## src/rtl/ifetch_pq.sv

```systemverilog
// ifetch_pq: instruction-fetch unit with a decoupling prefetch queue.
//
// Fetch keeps at most one request in flight to a synchronous ROM. Returned
// words are pushed into a circular queue together with their byte PC. Decode
// drains the queue over a valid/ready handshake. A redirect flushes the
// queue, cancels the in-flight request and restarts fetch at the new target.
//
// Ports:
//   clock          single clock; all state updates on the rising edge
//   reset          asynchronous, active-low; clears all state
//   redirect_valid take a branch/jump/exception target this cycle
//   redirect_pc    target byte address (bits [1:0] forced to 0)
//   rom_addr       ROM word address (pc[ADDR_W+1:2]); data returns next cycle
//   rom_data       ROM read data for the previous cycle's rom_addr
//   out_valid      queue head is valid
//   out_ready      decode accepts the head
//   out_inst       head instruction
//   out_pc         head byte PC
//   out_pc_plus_4  out_pc + 4, modulo 2^32
//   count          current queue occupancy
module ifetch_pq #(
  parameter int unsigned ADDR_W   = 14,
  parameter int unsigned DEPTH    = 4,
  parameter logic [31:0] RESET_PC = 32'h0000_0000
) (
  input  logic                         clock,
  input  logic                         reset,
  input  logic                         redirect_valid,
  input  logic [31:0]                  redirect_pc,
  output logic [ADDR_W-1:0]            rom_addr,
  input  logic [31:0]                  rom_data,
  output logic                         out_valid,
  input  logic                         out_ready,
  output logic [31:0]                  out_inst,
  output logic [31:0]                  out_pc,
  output logic [31:0]                  out_pc_plus_4,
  output logic [$clog2(DEPTH+1)-1:0]   count
);

  localparam int unsigned PTR_W = $clog2(DEPTH);
  localparam int unsigned CNT_W = $clog2(DEPTH+1);

  logic [31:0]      pc;
  logic             pend_valid;
  logic [31:0]      pend_pc;

  logic [31:0]      q_inst [DEPTH];
  logic [31:0]      q_pc   [DEPTH];
  logic [PTR_W-1:0] rd_ptr;
  logic [PTR_W-1:0] wr_ptr;

  logic [CNT_W:0]   inflight;
  logic             issue;
  logic             push;
  logic             pop;

  // Queued entries plus the outstanding request must never exceed DEPTH,
  // so a returning word always has a free slot to land in.
  always_comb begin
    inflight = {1'b0, count} + {{CNT_W{1'b0}}, pend_valid};
    issue    = !redirect_valid && (inflight < (CNT_W+1)'(DEPTH));
    pop      = out_valid && out_ready && !redirect_valid;
    push     = pend_valid && !redirect_valid;
  end

  assign rom_addr      = pc[ADDR_W+1:2];
  assign out_valid     = (count != '0);
  assign out_inst      = q_inst[rd_ptr];
  assign out_pc        = q_pc[rd_ptr];
  assign out_pc_plus_4 = out_pc + 32'd4;

  // Fetch PC and the single in-flight ROM request.
  always_ff @(posedge clock or negedge reset) begin
    if (!reset) begin
      pc         <= RESET_PC & ~32'h3;
      pend_valid <= 1'b0;
      pend_pc    <= '0;
    end else if (redirect_valid) begin
      pc         <= redirect_pc & ~32'h3;
      pend_valid <= 1'b0;
    end else if (issue) begin
      pend_valid <= 1'b1;
      pend_pc    <= pc;
      pc         <= pc + 32'd4;
    end else begin
      pend_valid <= 1'b0;
    end
  end

  // Circular prefetch queue; pointers wrap naturally since DEPTH is 2^PTR_W.
  always_ff @(posedge clock or negedge reset) begin
    if (!reset) begin
      rd_ptr <= '0;
      wr_ptr <= '0;
      count  <= '0;
      q_inst <= '{default: '0};
      q_pc   <= '{default: '0};
    end else if (redirect_valid) begin
      rd_ptr <= '0;
      wr_ptr <= '0;
      count  <= '0;
    end else begin
      if (push) begin
        q_inst[wr_ptr] <= rom_data;
        q_pc[wr_ptr]   <= pend_pc;
        wr_ptr         <= wr_ptr + PTR_W'(1);
      end
      if (pop) begin
        rd_ptr <= rd_ptr + PTR_W'(1);
      end
      if (push && !pop) begin
        count <= count + CNT_W'(1);
      end else if (pop && !push) begin
        count <= count - CNT_W'(1);
      end
    end
  end

endmodule

```

## config.mk

```make
export PLATFORM = sky130hd
export DESIGN_NAME = ifetch_pq
export DESIGN_NICKNAME = d
export VERILOG_FILES = /design/src/rtl/ifetch_pq.sv
export SDC_FILE = /design/constraint.sdc
export NUM_CORES = 1
export LEC_CHECK = 0
export ABC_AREA = 1
export CELL_PAD_IN_SITES_DETAIL_PLACEMENT = 0
export CELL_PAD_IN_SITES_GLOBAL_PLACEMENT = 1
export CORE_MARGIN = 3
export CORE_UTILIZATION = 45
export CTS_CLUSTER_DIAMETER = 100
export DETAILED_ROUTE_END_ITERATION = 10
export PLACE_DENSITY_LB_ADDON = 0.12
export SLEW_MARGIN = 10
export SYNTH_ARGS = -nofsm -noshare
export SYNTH_HDL_FRONTEND = slang
export SYNTH_SLANG_ARGS = --single-unit
export TNS_END_PERCENT = 50
```

## constraint.sdc

```tcl
create_clock -name clock -period 3.8 [get_ports clock]
set_input_delay 0.38 -clock clock [delete_from_list [all_inputs] [get_ports clock]]
set_output_delay 0.38 -clock clock [all_outputs]
set_load 0.005 [all_outputs]
```

**Word-level counts from Yosys, hierarchy flattened**

Index checks and enable logic that the tools add are counted.

- Reduce and logical (&&, ||, !) cells: 17
- Add/sub/neg operators: 7
- Bitwise gates (word level): 3
- Muxes and demuxes: 21
- Magnitude comparators: 4

Operators with widths:

| operator | count |
|---|---|
| 128-bit bitwise mux | 2 |
| 32-bit two-way mux | 7 |
| 32-bit binary-select mux with 2-bit select | 2 |
| 32-bit by 3-bit adder with 32-bit output, second input constant | 2 |
| 32-bit demux with 2-bit select | 1 |
| 3-bit two-way mux | 3 |
| 2-bit two-way mux | 4 |
| 1-bit logical AND | 7 |
| 3-bit greater-or-equal comparator, second input constant | 2 |
| 2-bit inverter with 3-bit output | 2 |
| 2-bit nonzero test | 3 |
| 3-bit nonzero test | 2 |
| 2-bit by 1-bit adder with 2-bit output, second input constant | 2 |
| 3-bit by 1-bit adder with 4-bit output | 1 |
| 4-bit by 3-bit less-than comparator with 1-bit output, second input constant | 1 |
| 2-bit AND reduction | 2 |
| 3-bit by 1-bit adder with 3-bit output, second input constant | 1 |
| 1-bit zero test | 3 |
| 3-bit by 1-bit less-than comparator with 1-bit output, second input constant | 1 |
| 3-bit by 1-bit subtractor with 3-bit output, second input constant | 1 |
| 1-bit two-way mux | 2 |
| 1-bit inverter | 1 |

- Input bits: 68
- Word-level logic and storage cells: 66
- Bits in registers: 328
- Output and inout port bits: 114

**Depth between registers and ports, before layout**

Gate-level depths: netlist of the first run.

- Depth in word-level cells: 7
- Mapped depth: 15
- Depth with buffers taken out: 13

**Worst setup path after synthesis of the first run**

OpenSTA, ideal clock, no wires.

- Path type: flip-flop to output port
- From: reg rd_ptr[0]
- To: out out_pc_plus_4[16]
- Arrival: 1.747 ns
- Path slack: 1.673 ns
- Stages on the path, launching flop included: 11
- Data required time: 3.420 ns
- Cells stage by stage: dfrtp_1 buf_6 buf_6 o21ai_0 nand2_1 nand2_2 ha_1 nand3_2 nor2_1 nand2_1 xor2_1

- Longest elaborated chain between the ends: 5

Ends and longest elaborated chain:

| what | RTL line | source |
|---|---|---|
| from (decl) | 49 | `logic [PTR_W-1:0] rd_ptr;` |
| from (signal assigned) | 109 | `rd_ptr <= rd_ptr + PTR_W'(1);` |
| 2-bit inverter with 3-bit output (not written as such) | 69 | `assign out_pc = q_pc[rd_ptr];` |
| 32-bit binary-select mux with 2-bit select | 69 |  |
| 32-bit two-way mux (not written as such) (2 in a row) | 69 |  |
| via out_pc[2] | 35 | `output logic [31:0] out_pc,` |
| 32-bit by 3-bit adder with 32-bit output | 70 | `assign out_pc_plus_4 = out_pc + 32'd4;` |
| to (decl) | 36 | `output logic [31:0] out_pc_plus_4,` |

The timed path passes the listed nets, and every way through them passes these cells. The select of a mux whose other input is x is not followed.

**Final worst setup path of the first run**

- From: reg rd_ptr[0]
- To: out out_pc_plus_4[16]

- Longest elaborated chain between the ends: 5

Ends and longest elaborated chain:

| what | RTL line |
|---|---|
| 2-bit inverter with 3-bit output (not written as such) | 69 |
| 32-bit binary-select mux with 2-bit select | 69 |
| 32-bit two-way mux (not written as such) (2 in a row) | 69 |
| 32-bit by 3-bit adder with 32-bit output | 70 |

Every way passes these cells. The select of a mux whose other input is x is not followed.

==> impl_metrics.json, run 1 <==
{
  "status": "finished clean",
  "synth_ff_type": "dfrtp_1",
  "cts_buffer_depth": 3,
  "vias": 13540,
  "die_h_um": 192.9,
  "port_buffers": 175,
  "path_max_fanout": 60,
  "core_mm2": 0.03395,
  "antenna_found_initial": 0,
  "fin_area_mm2": 0.01888,
  "maxSlewHeadroom_pct": 38.39,
  "finalMaxSlewViolations": 0,
  "drt-total-wl_um": 41820,
  "fp.dieW_um": 192.9,
  "start_util_pct": 46.31,
  "track_usage_pct": 22.69,
  "worst-setup-path-type": "register to output pin",
  "grt-ovfl-total": 0,
  "place_ws_ns": 0.6618,
  "rrSetupSlack_ns": 1.55,
  "clock_sinks": 316,
  "netlist_area_mm2": 0.01572,
  "hp-start": "redirect_pc[3]",
  "setup_tns_ns": 0,
  "hold_viol_final": 0,
  "drive_above_1_share_pct": 5.105,
  "path_clk_slew_ns": 0.06,
  "dieArea_mm2": 0.03722,
  "finalCritPeriodShare_pct": 93.95,
  "top_layer_used": "met4",
  "grt_start_max_net_pins": 117,
  "drcViolationCount": 0,
  "rows": 67,
  "first_global_vias": 12850,
  "numCtsBuffers": 36,
  "endpoint_kind": "output pin",
  "clkLatencyLatePin_ns": 0.52,
  "worst_ep_required_time_ns": 3.42,
  "hold_depth": 3,
  "area_growth_pct": 20.05,
  "antenna_cells": 0,
  "powerDensity_mw_per_mm2": 768.6,
  "instances_no_fill": 2642,
  "finClkSkew_ns": 0.01752,
  "p_leak_nw": 8.913,
  "swShare_pct": 36.57,
  "syn_avg_cell_area_um2": 7.629,
  "comb_power_share_pct": 38.7,
  "fin_nets": 2242,
  "regArea_mm2": 0.007913,
  "seq_area_frac_synth_pct": 50.29,
  "ys_seq_elements": 316,
  "route.met2.wl_um": 18260,
  "final_cell_mix": "702 x nand2_1, 355 x o21ai_0, 314 x dfrtp_1, 174 x clkdlybuf4s50_1, 160 x nor2_1",
  "p_int_mw": 9.202,
  "fill_cells": 3245,
  "dp_cells": 2576,
  "setup_viol": 0,
  "postCtsSetupBuffers": 0,
  "max_slew.worst_pin.slew_ns": 0.9241,
  "hold_end": "pc[3]",
  "async_flop_share_pct": 100.0,
  "yosysWarningCount": 0,
  "first_pass_iters": 6,
  "grt_pass1_wl_um": 68030,
  "drt_iter0_drc": 938,
  "r2r_end": "q_inst[99]",
  "drtAntennaViolNets": 0,
  "dpl.hpwl_um": 27020,
  "placed_area_mm2": 0.01767,
  "period_minus_slack_ns": 3.570,
  "pwr-share-clk_pct": 23.6,
  "io_pins": 182,
  "final_common_cell": "nand2_1",
  "wl_met1_um": 21030,
  "r2r_cells": 5,
  "pwr-share-seq_pct": 37.8,
  "htree_levels": 2,
  "cts-root-buf": "clkbuf_16",
  "multiInputGateArea_mm2": 0.006635,
  "yosysUniqueCellTypes": 37,
  "fmax_mhz": 280.1,
  "via_per_inst": 5.125,
  "max-vdd-ir-drop_mv": 0.3367,
  "synth_edf_count": 0,
  "globalplace.congestion": 0.8603,
  "maxCapViolCount": 0,
  "timing.rr.start": "pend_valid",
  "start_kind": "register",
  "cts_tree": "done",
  "rsz0062_at_grt": "false",
  "cp_data_arrival_time_ns": 3.19,
  "p_switching_mw": 5.306,
  "netlist_instances": 2061,
  "wire_per_inst_um": 15.83,
  "wl_met3_um": 1874,
  "setup_ws_ns": 0.2297,
  "hold_class": "input pin to register"
}
power by group through the flow:
stage                     registers [mW]  clock network (mW)  logic, mW
final                               5.48                3.42       5.61
after global routing                5.64                3.66       6.37
after detailed placement            5.51                   0       5.63
after CTS                           5.47                3.49       5.66
after global placement              5.47                   0       5.53
after floorplan                     5.28                   0       3.29
kinds of logic (layout without fill, tap and decap cells):
family	Yosys count	after routing	share of synthesized area [%]
DFF	316	316	50.29
buffers and inverters	276	406	7.815
other	1	4	0.02385
and+or+nand+nor	1014	1014	25.91
adders and majority gates	7	7	0.6048
xor gates and xnor gates	26	26	1.448
AOI/OAI and AO/OA	421	421	13.90
worst max-delay path, cell delays in order, from the launching register on:
cell	delay (ns)
dfrtp_4	0.52
buf_12	0.21
o21ai_0	0.20
nand2_1	0.09
nand2_2	0.16
ha_1	0.22
nand3_2	0.15
nor2_1	0.33
nand2_1	0.11
xor2_1	0.14
clkdlybuf4s50_1	0.51
stage by stage:
| stage | util [%] | total power [mW] | hold slack [ns] |
|---|---|---|---|
| 6_report | 55.60 | 14.51 | 0.4348 |
| 3_3_place_gp | 52.06 | 11.01 | 0.4608 |
| 5_1_grt | 55.60 | 15.67 | 0.4261 |
| 3_5_place_dp | 52.06 | 11.14 | 0.4676 |
| 4_1_cts | 55.56 | 14.62 | 0.4218 |
| 2_1_floorplan | - | 8.566 | 0.08441 |
cell type report:
cell class / count / share of cell area (%)
flip-flops and latches: 316 / 41.92
repair buffers: 198 / 10.80
clock inverters: 16 / 0.8949
clock buffers: 49 / 5.349
inverters: 143 / 2.910
well taps: 448 / 2.970
multi-input cells: 1472 / 35.15
Yosys cell counts (7+ instances only):
cell type  number  share of area (%)
xor2_1         23                1.3
inv_1         139                3.3
nand2_2         8               0.32
nand3_1        94                3.0
buf_4          27                1.3
nor2_2          7               0.28
nand2_1       706                 17
o22ai_1        35                1.4
nand4_1        19               0.76
o21ai_0       355                 11
buf_6           7               0.50
dfrtp_1       316                 50
buf_1          12               0.29
nor2_1        161                3.8
nor3_1          8               0.25
buf_2          25               0.80
clkbuf_1       62                1.5
a21oi_1        13               0.41
sequential cells by signal (all words and copies together) (netlist names):
signal / flops
pend_pc: 30
wr_ptr: 2
q_inst: 128
pc: 30
rd_ptr: 2
count: 3
pend_valid: 1
q_pc: 120
layer usage:
metal,vias up,track usage [%]
met2,298,34.68
met4,0,4.645
met3,45,2.906
met1,6378,34.82
met5,-,0
li1,6820,-
timing repair:
action	in CTS	in global routing
hold endpoints to repair	29	0
resized for setup	0	3
hold buffers	1	0
endpoints found under the setup margin	0	12
worst max-delay path by stage:
stage / startpoint / end / slack [ns] / cells past startpoint
after floorplan: rd_ptr[0] / out_pc_plus_4[16] / 1.67 / 10
after global placement: rd_ptr[0] / out_pc_plus_4[31] / 0.68 / 13
after detailed placement: rd_ptr[0] / out_pc_plus_4[31] / 0.66 / 13
after CTS: rd_ptr[0] / out_pc_plus_4[31] / 0.09 / 13
after global routing: rd_ptr[0] / out_pc_plus_4[31] / 0.003 / 13
final: rd_ptr[0] / out_pc_plus_4[16] / 0.23 / 10
(Power assumes the default switching activity.)
==> inputs of run 2 (changes only) <==
==> config.mk (replaced) <==
export PLATFORM = sky130hd
export DESIGN_NAME = ifetch_pq
export DESIGN_NICKNAME = d
export VERILOG_FILES = /design/src/rtl/ifetch_pq.sv
export SDC_FILE = /design/constraint.sdc
export NUM_CORES = 1
export LEC_CHECK = 0
export ABC_AREA = 1
export CORE_MARGIN = 3
export CORE_UTILIZATION = 49
export CTS_CLUSTER_DIAMETER = 100
export DETAILED_ROUTE_END_ITERATION = 10
export PLACE_DENSITY_LB_ADDON = 0.12
export SLEW_MARGIN = 10
export SYNTH_ARGS = -nofsm -noshare
export SYNTH_HDL_FRONTEND = slang
export SYNTH_SLANG_ARGS = --single-unit
export TNS_END_PERCENT = 1
==> run 2 against run 1 <==
Net effect: via count up 2.5%; core utilization rose by 5.2 points; die area down 7.9%; highest routed layer unchanged; worst setup slack improved by 0.0057 ns; largest power group unchanged; critical endpoint unchanged; clock skew increased by 0.0019 ns; clock power up 3%.
==> impl_metrics.json, run 2 (synthesized netlist as in run 1, its figures left out) <==
{
  "status": "finished clean",
  "hold_depth": 3,
  "hold_end": "pc[13]",
  "multiInputGateArea_mm2": 0.006635,
  "timing.rr.start": "count[2]",
  "path_max_fanout": 8,
  "maxCapViolCount": 0,
  "port_buffers": 175,
  "hp-start": "redirect_pc[13]",
  "worst_ep_required_time_ns": 3.42,
  "r2r_end": "pc[28]",
  "htree_levels": 2,
  "maxSlewHeadroom_pct": 39.50,
  "hold_viol_final": 0,
  "worst-setup-path-type": "register to output pin",
  "antenna_found_initial": 0,
  "largest_reg_flops": 128,
  "fp.dieW_um": 185.1,
  "io_pins": 182,
  "core_mm2": 0.03107,
  "start_kind": "register",
  "max_slew.worst_pin.slew_ns": 0.9075,
  "fin_nets": 2244,
  "drtAntennaViolNets": 0,
  "p_total_mw": 14.56,
  "clkLatencyLatePin_ns": 0.52,
  "rows": 64,
  "track_usage_pct": 24.06,
  "drt_iter0_drc": 1138,
  "endpoint_kind": "output pin",
  "antenna_cells": 0,
  "setup_tns_ns": 0,
  "period_minus_slack_ns": 3.565,
  "fmax_mhz": 280.5,
  "first_pass_iters": 6,
  "dieArea_mm2": 0.03427,
  "rrSetupSlack_ns": 1.66,
  "wire_per_inst_um": 15.77,
  "grt-ovfl-total": 0,
  "clock_sinks": 316,
  "fill_cells": 2850,
  "powerDensity_mw_per_mm2": 771.1,
  "globalplace.congestion": 0.8652,
  "p_leak_nw": 8.962,
  "final_common_cell": "nand2_1",
  "cts_tree": "done",
  "area_growth_pct": 20.09,
  "vias": 13880,
  "regArea_mm2": 0.007913,
  "drive_above_1_share_pct": 5.234,
  "cts_buffer_depth": 3,
  "wl_met1_um": 19310,
  "r2r_cells": 7,
  "grt_pass1_wl_um": 67880,
  "hold_class": "input pin to register",
  "top_layer_used": "met4",
  "rsz0062_at_grt": "false",
  "drcViolationCount": 0,
  "numCtsBuffers": 36,
  "finalMaxSlewViolations": 0,
  "path_clk_slew_ns": 0.06,
  "finalCritPeriodShare_pct": 93.81,
  "top_regs": "q_inst (128), q_pc (120)",
  "cts-root-buf": "clkbuf_16",
  "max-vdd-ir-drop_mv": 0.3862,
  "route.met2.wl_um": 18780,
  "start_util_pct": 50.60,
  "cp_data_arrival_time_ns": 3.18,
  "drt-total-wl_um": 40890,
  "dpl.hpwl_um": 26220,
  "grt_start_max_net_pins": 121,
  "regMostFlops": "q_inst",
  "die_h_um": 185.1,
  "first_global_vias": 13340,
  "via_per_inst": 5.354,
  "finClkSkew_ns": 0.01945,
  "final_cell_mix": "702 x nand2_1, 355 x o21ai_0, 314 x dfrtp_1, 174 x clkdlybuf4s50_1, 160 x nor2_1",
  "setup_viol": 0,
  "wl_met3_um": 2263
}
-- run 2: changes by cell type in the layout (fill, tap and decap cells not counted), moves of 2 or more --
| cell | change |
|---|---|
| clkinv_2 | -2 |
| buf_4 | +2 |
| clkinvlp_4 | -2 |
| clkbuf_8 | +5 |
-- run 2: layout make-up --
cell class,instances,share of cell area [%]
sequential,316,41.91
clock buffer,54,5.712
clock inverter,12,0.7753
multi-input combinational,1472,35.14
timing repair buffer,200,10.93
tap,396,2.624
inverter,143,2.909
-- run 2: report_power, final --
part | total [mW] | switching [mW] | internal (mW)
Clock | 3.52 | 1.39 | 2.12
Combinational | 5.57 | 3.09 | 2.47
Sequential | 5.48 | 0.777 | 4.70
Total | 14.6 | 5.26 | 9.30
-- run 2: routing by layer --
metal | up-vias | track usage [%]
met3 | 45 | 3.005
met2 | 413 | 38.83
met4 | 0 | 5.222
met5 | - | 0
li1 | 6821 | -
met1 | 6603 | 35.21
-- run 2: how the worst max path moves through the flow --
stage	start	end	slack, ns	cells past startpoint
after floorplan	rd_ptr[0]	out_pc_plus_4[16]	1.67	10
after global placement	rd_ptr[0]	out_pc_plus_4[16]	0.59	11
after detailed placement	rd_ptr[0]	out_pc_plus_4[16]	0.59	11
after CTS	rd_ptr[0]	out_pc_plus_4[16]	0.03	11
after global routing	rd_ptr[0]	out_pc_plus_4[16]	0.08	10
final	rd_ptr[0]	out_pc_plus_4[16]	0.24	10
-- run 2: timing repair --
action                     4_1_cts  5_1_grt
gates resized for setup          0        1
setup endpoints to repair        0       14
hold buffers                     1        0
setup buffers                    0        3
hold endpoints to repair        43        0
-- run 2: through the flow --
stage | setup WS (ns) | cells | utilization, % | hold WS (ns) | cell area, um2
floorplan | 1.673 | 2064 | - | 0.08441 | 15730
global placement | 0.5941 | 2523 | 56.69 | 0.4623 | 17610
detailed placement | 0.5899 | 2523 | 56.69 | 0.4680 | 17610
CTS | 0.03038 | 2590 | 60.67 | 0.4188 | 18850
global route | 0.08236 | 2593 | 60.77 | 0.4281 | 18880
finish | 0.2354 | 2593 | 60.77 | 0.4333 | 18880
-- run 2: critical path, stage by stage (launching register included) --
cell and delay [ns]:
dfrtp_4 0.55, buf_4 0.19, o21ai_0 0.16, nand2_1 0.08, nand2_2 0.11, ha_1 0.21
nand3_2 0.17, nor2_1 0.36, nand2_1 0.12, xor2_1 0.18, clkdlybuf4s50_1 0.53
==> edit, RTL diff (flow settings as in run 2) <==
Change the parameter `ADDR_W` from 14 to 13.
--- a/src/rtl/ifetch_pq.sv
+++ b/src/rtl/ifetch_pq.sv
@@ -20,5 +20,5 @@
 //   count          current queue occupancy
 module ifetch_pq #(
-  parameter int unsigned ADDR_W   = 14,
+  parameter int unsigned ADDR_W   = 13,
   parameter int unsigned DEPTH    = 4,
   parameter logic [31:0] RESET_PC = 32'h0000_0000
Ports: changed (resized rom_addr); port bits go from 182 to 181. No check against the original RTL was run, so the function may have changed too.
==> edit against run 2 <==
Worst hold slack better by 12 ps. Global-route usage decreased by 0.49 points. Area after synthesis about the same. Setup slack gained 38 ps. Clock power shrank 11%. Final area decreased by 0.98%. Total power fell by 2.8%. Routed wire length down 2.1%. Sequential cell count unchanged. Combinational power decreased by 0.7%. Critical endpoint unchanged.
==> edit: results <==
[setup_path]
critPathMaxStageDelay_ps = 580
worstPathMaxFanout = 22
cp.arrival_ps = 3150

[clock_network]
numCtsBuffers = 35
path_clk_slew_ps = 60
clk_latency_ps = 510

[yosys]
synthTopCellsByArea = dfrtp_1 50%, nand2_1 17%, o21ai_0 11%
synth_cell_types = 37
ys_seq_area_share_pct = 50.3
synth_compound_area_share_pct = 13.9
synth_adder_area_share_pct = 0.605
synthXorXnorAreaFrac_pct = 1.45

[global_route]
grt_pass1_vias = 12862
grt.total_usage_pct = 23.6
grt_pass1_wl_um = 66100
grt_max_degree = 98

[routing]
drt-initial-drc-count = 1035
postRouteWirelength_um = 40000
vias = 13709
dr.pass1.iters = 5

[cells_and_area]
nFillCells = 2835
drive_gt1_share_pct = 4.97
nets = 2241

[power_and_ir_drop]
leakage_uw = 0.00887
ir_worst_vdd_uv = 351

[sta]
skew_ps = 13.5
max_slew_margin_pct = 55.9

[place]
gp_congestion = 0.891
io_buffers = 174
dpl.hpwl_um = 25900

[run_status]
status = finished, final reports clean

[worst_hold_path]
hp-class = in2async
-- edit: changes by cell type after synthesis --
cell,before,now
buf_4,27,26
-- edit: per-stage QoR --
stage / setup slack (ps) / std cells / total power (uW) / cell area (um^2)
after global routing: 24.3 / 2587 / 15300 / 18700
final: 274 / 2587 / 14200 / 18700
after floorplan: 1670 / 2063 / 8560 / 15700
after global placement: 623 / 2522 / 10900 / 17600
after CTS: 50.8 / 2585 / 14200 / 18700
after detailed placement: 600 / 2522 / 11000 / 17600
-- edit: worst paths after layout --
path                                 startpoint                end  slack [ps]  depth (start not counted)
worst max-delay path                  rd_ptr[0]  out_pc_plus_4[16]         270                         11
max in group asynchronous                 reset           q_pc[34]        2340                          3
worst max register to register       pend_valid          q_pc[120]        1630                          6
worst min register to register       q_inst[50]         q_inst[50]         480                          2
min in group clock              redirect_pc[13]             pc[13]         450                          3
worst min-delay path                      reset        q_inst[115]         450                          2
-- edit: metal layers --
layer / part of all wire, % / up-vias / track usage, %
met5: 0 / - / 0
met4: 1.4 / 0 / 4.59
met3: 5.9 / 47 / 3.69
met2: 45 / 402 / 37.1
met1: 48 / 6452 / 35.0
li1: - / 6808 / -
-- edit: layout make-up --
class	count	area (um^2)	share of cell area, %
clock buffers	50	1000	5.36
clock inverters	12	73.8	0.395
inverters	143	544	2.91
multi-input cells	1472	6640	35.5
flip-flops and latches	316	7910	42.3
well taps	396	495	2.65
repair buffers	198	2030	10.9
-- edit: what timing repair did --
item                                    in CTS  in global routing
endpoints found under the hold margin       79                  0
hold buffers                                 1                  0
resized for setup                            0                  1
endpoints found under the setup margin       0                 19
setup buffers                                0                  2
-- edit: cell families after synthesis --
| kind of cell | count (synthesis) |
|---|---|
| other cells | 1 |
| flops | 316 |
| compound gates | 421 |
| buf+inv | 275 |
| xor+xnor | 26 |
| simple gates | 1014 |
| fa+ha+maj | 7 |
-- edit: power breakdown --
| group | switching, uW | internal, uW | total [uW] |
|---|---|---|---|
| registers | 777 | 4700 | 5470 |
| clock network | 1310 | 1840 | 3150 |
| logic | 3070 | 2460 | 5530 |
| total | 5150 | 9000 | 14200 |
-- edit: worst max-delay path, delay by kind of cell, from the launching register on --
kind,cells,cell delay (ps)
simple gates,7,940
buf+inv,2,700
flops,1,580
fa+ha+maj,1,210
xor+xnor,1,190
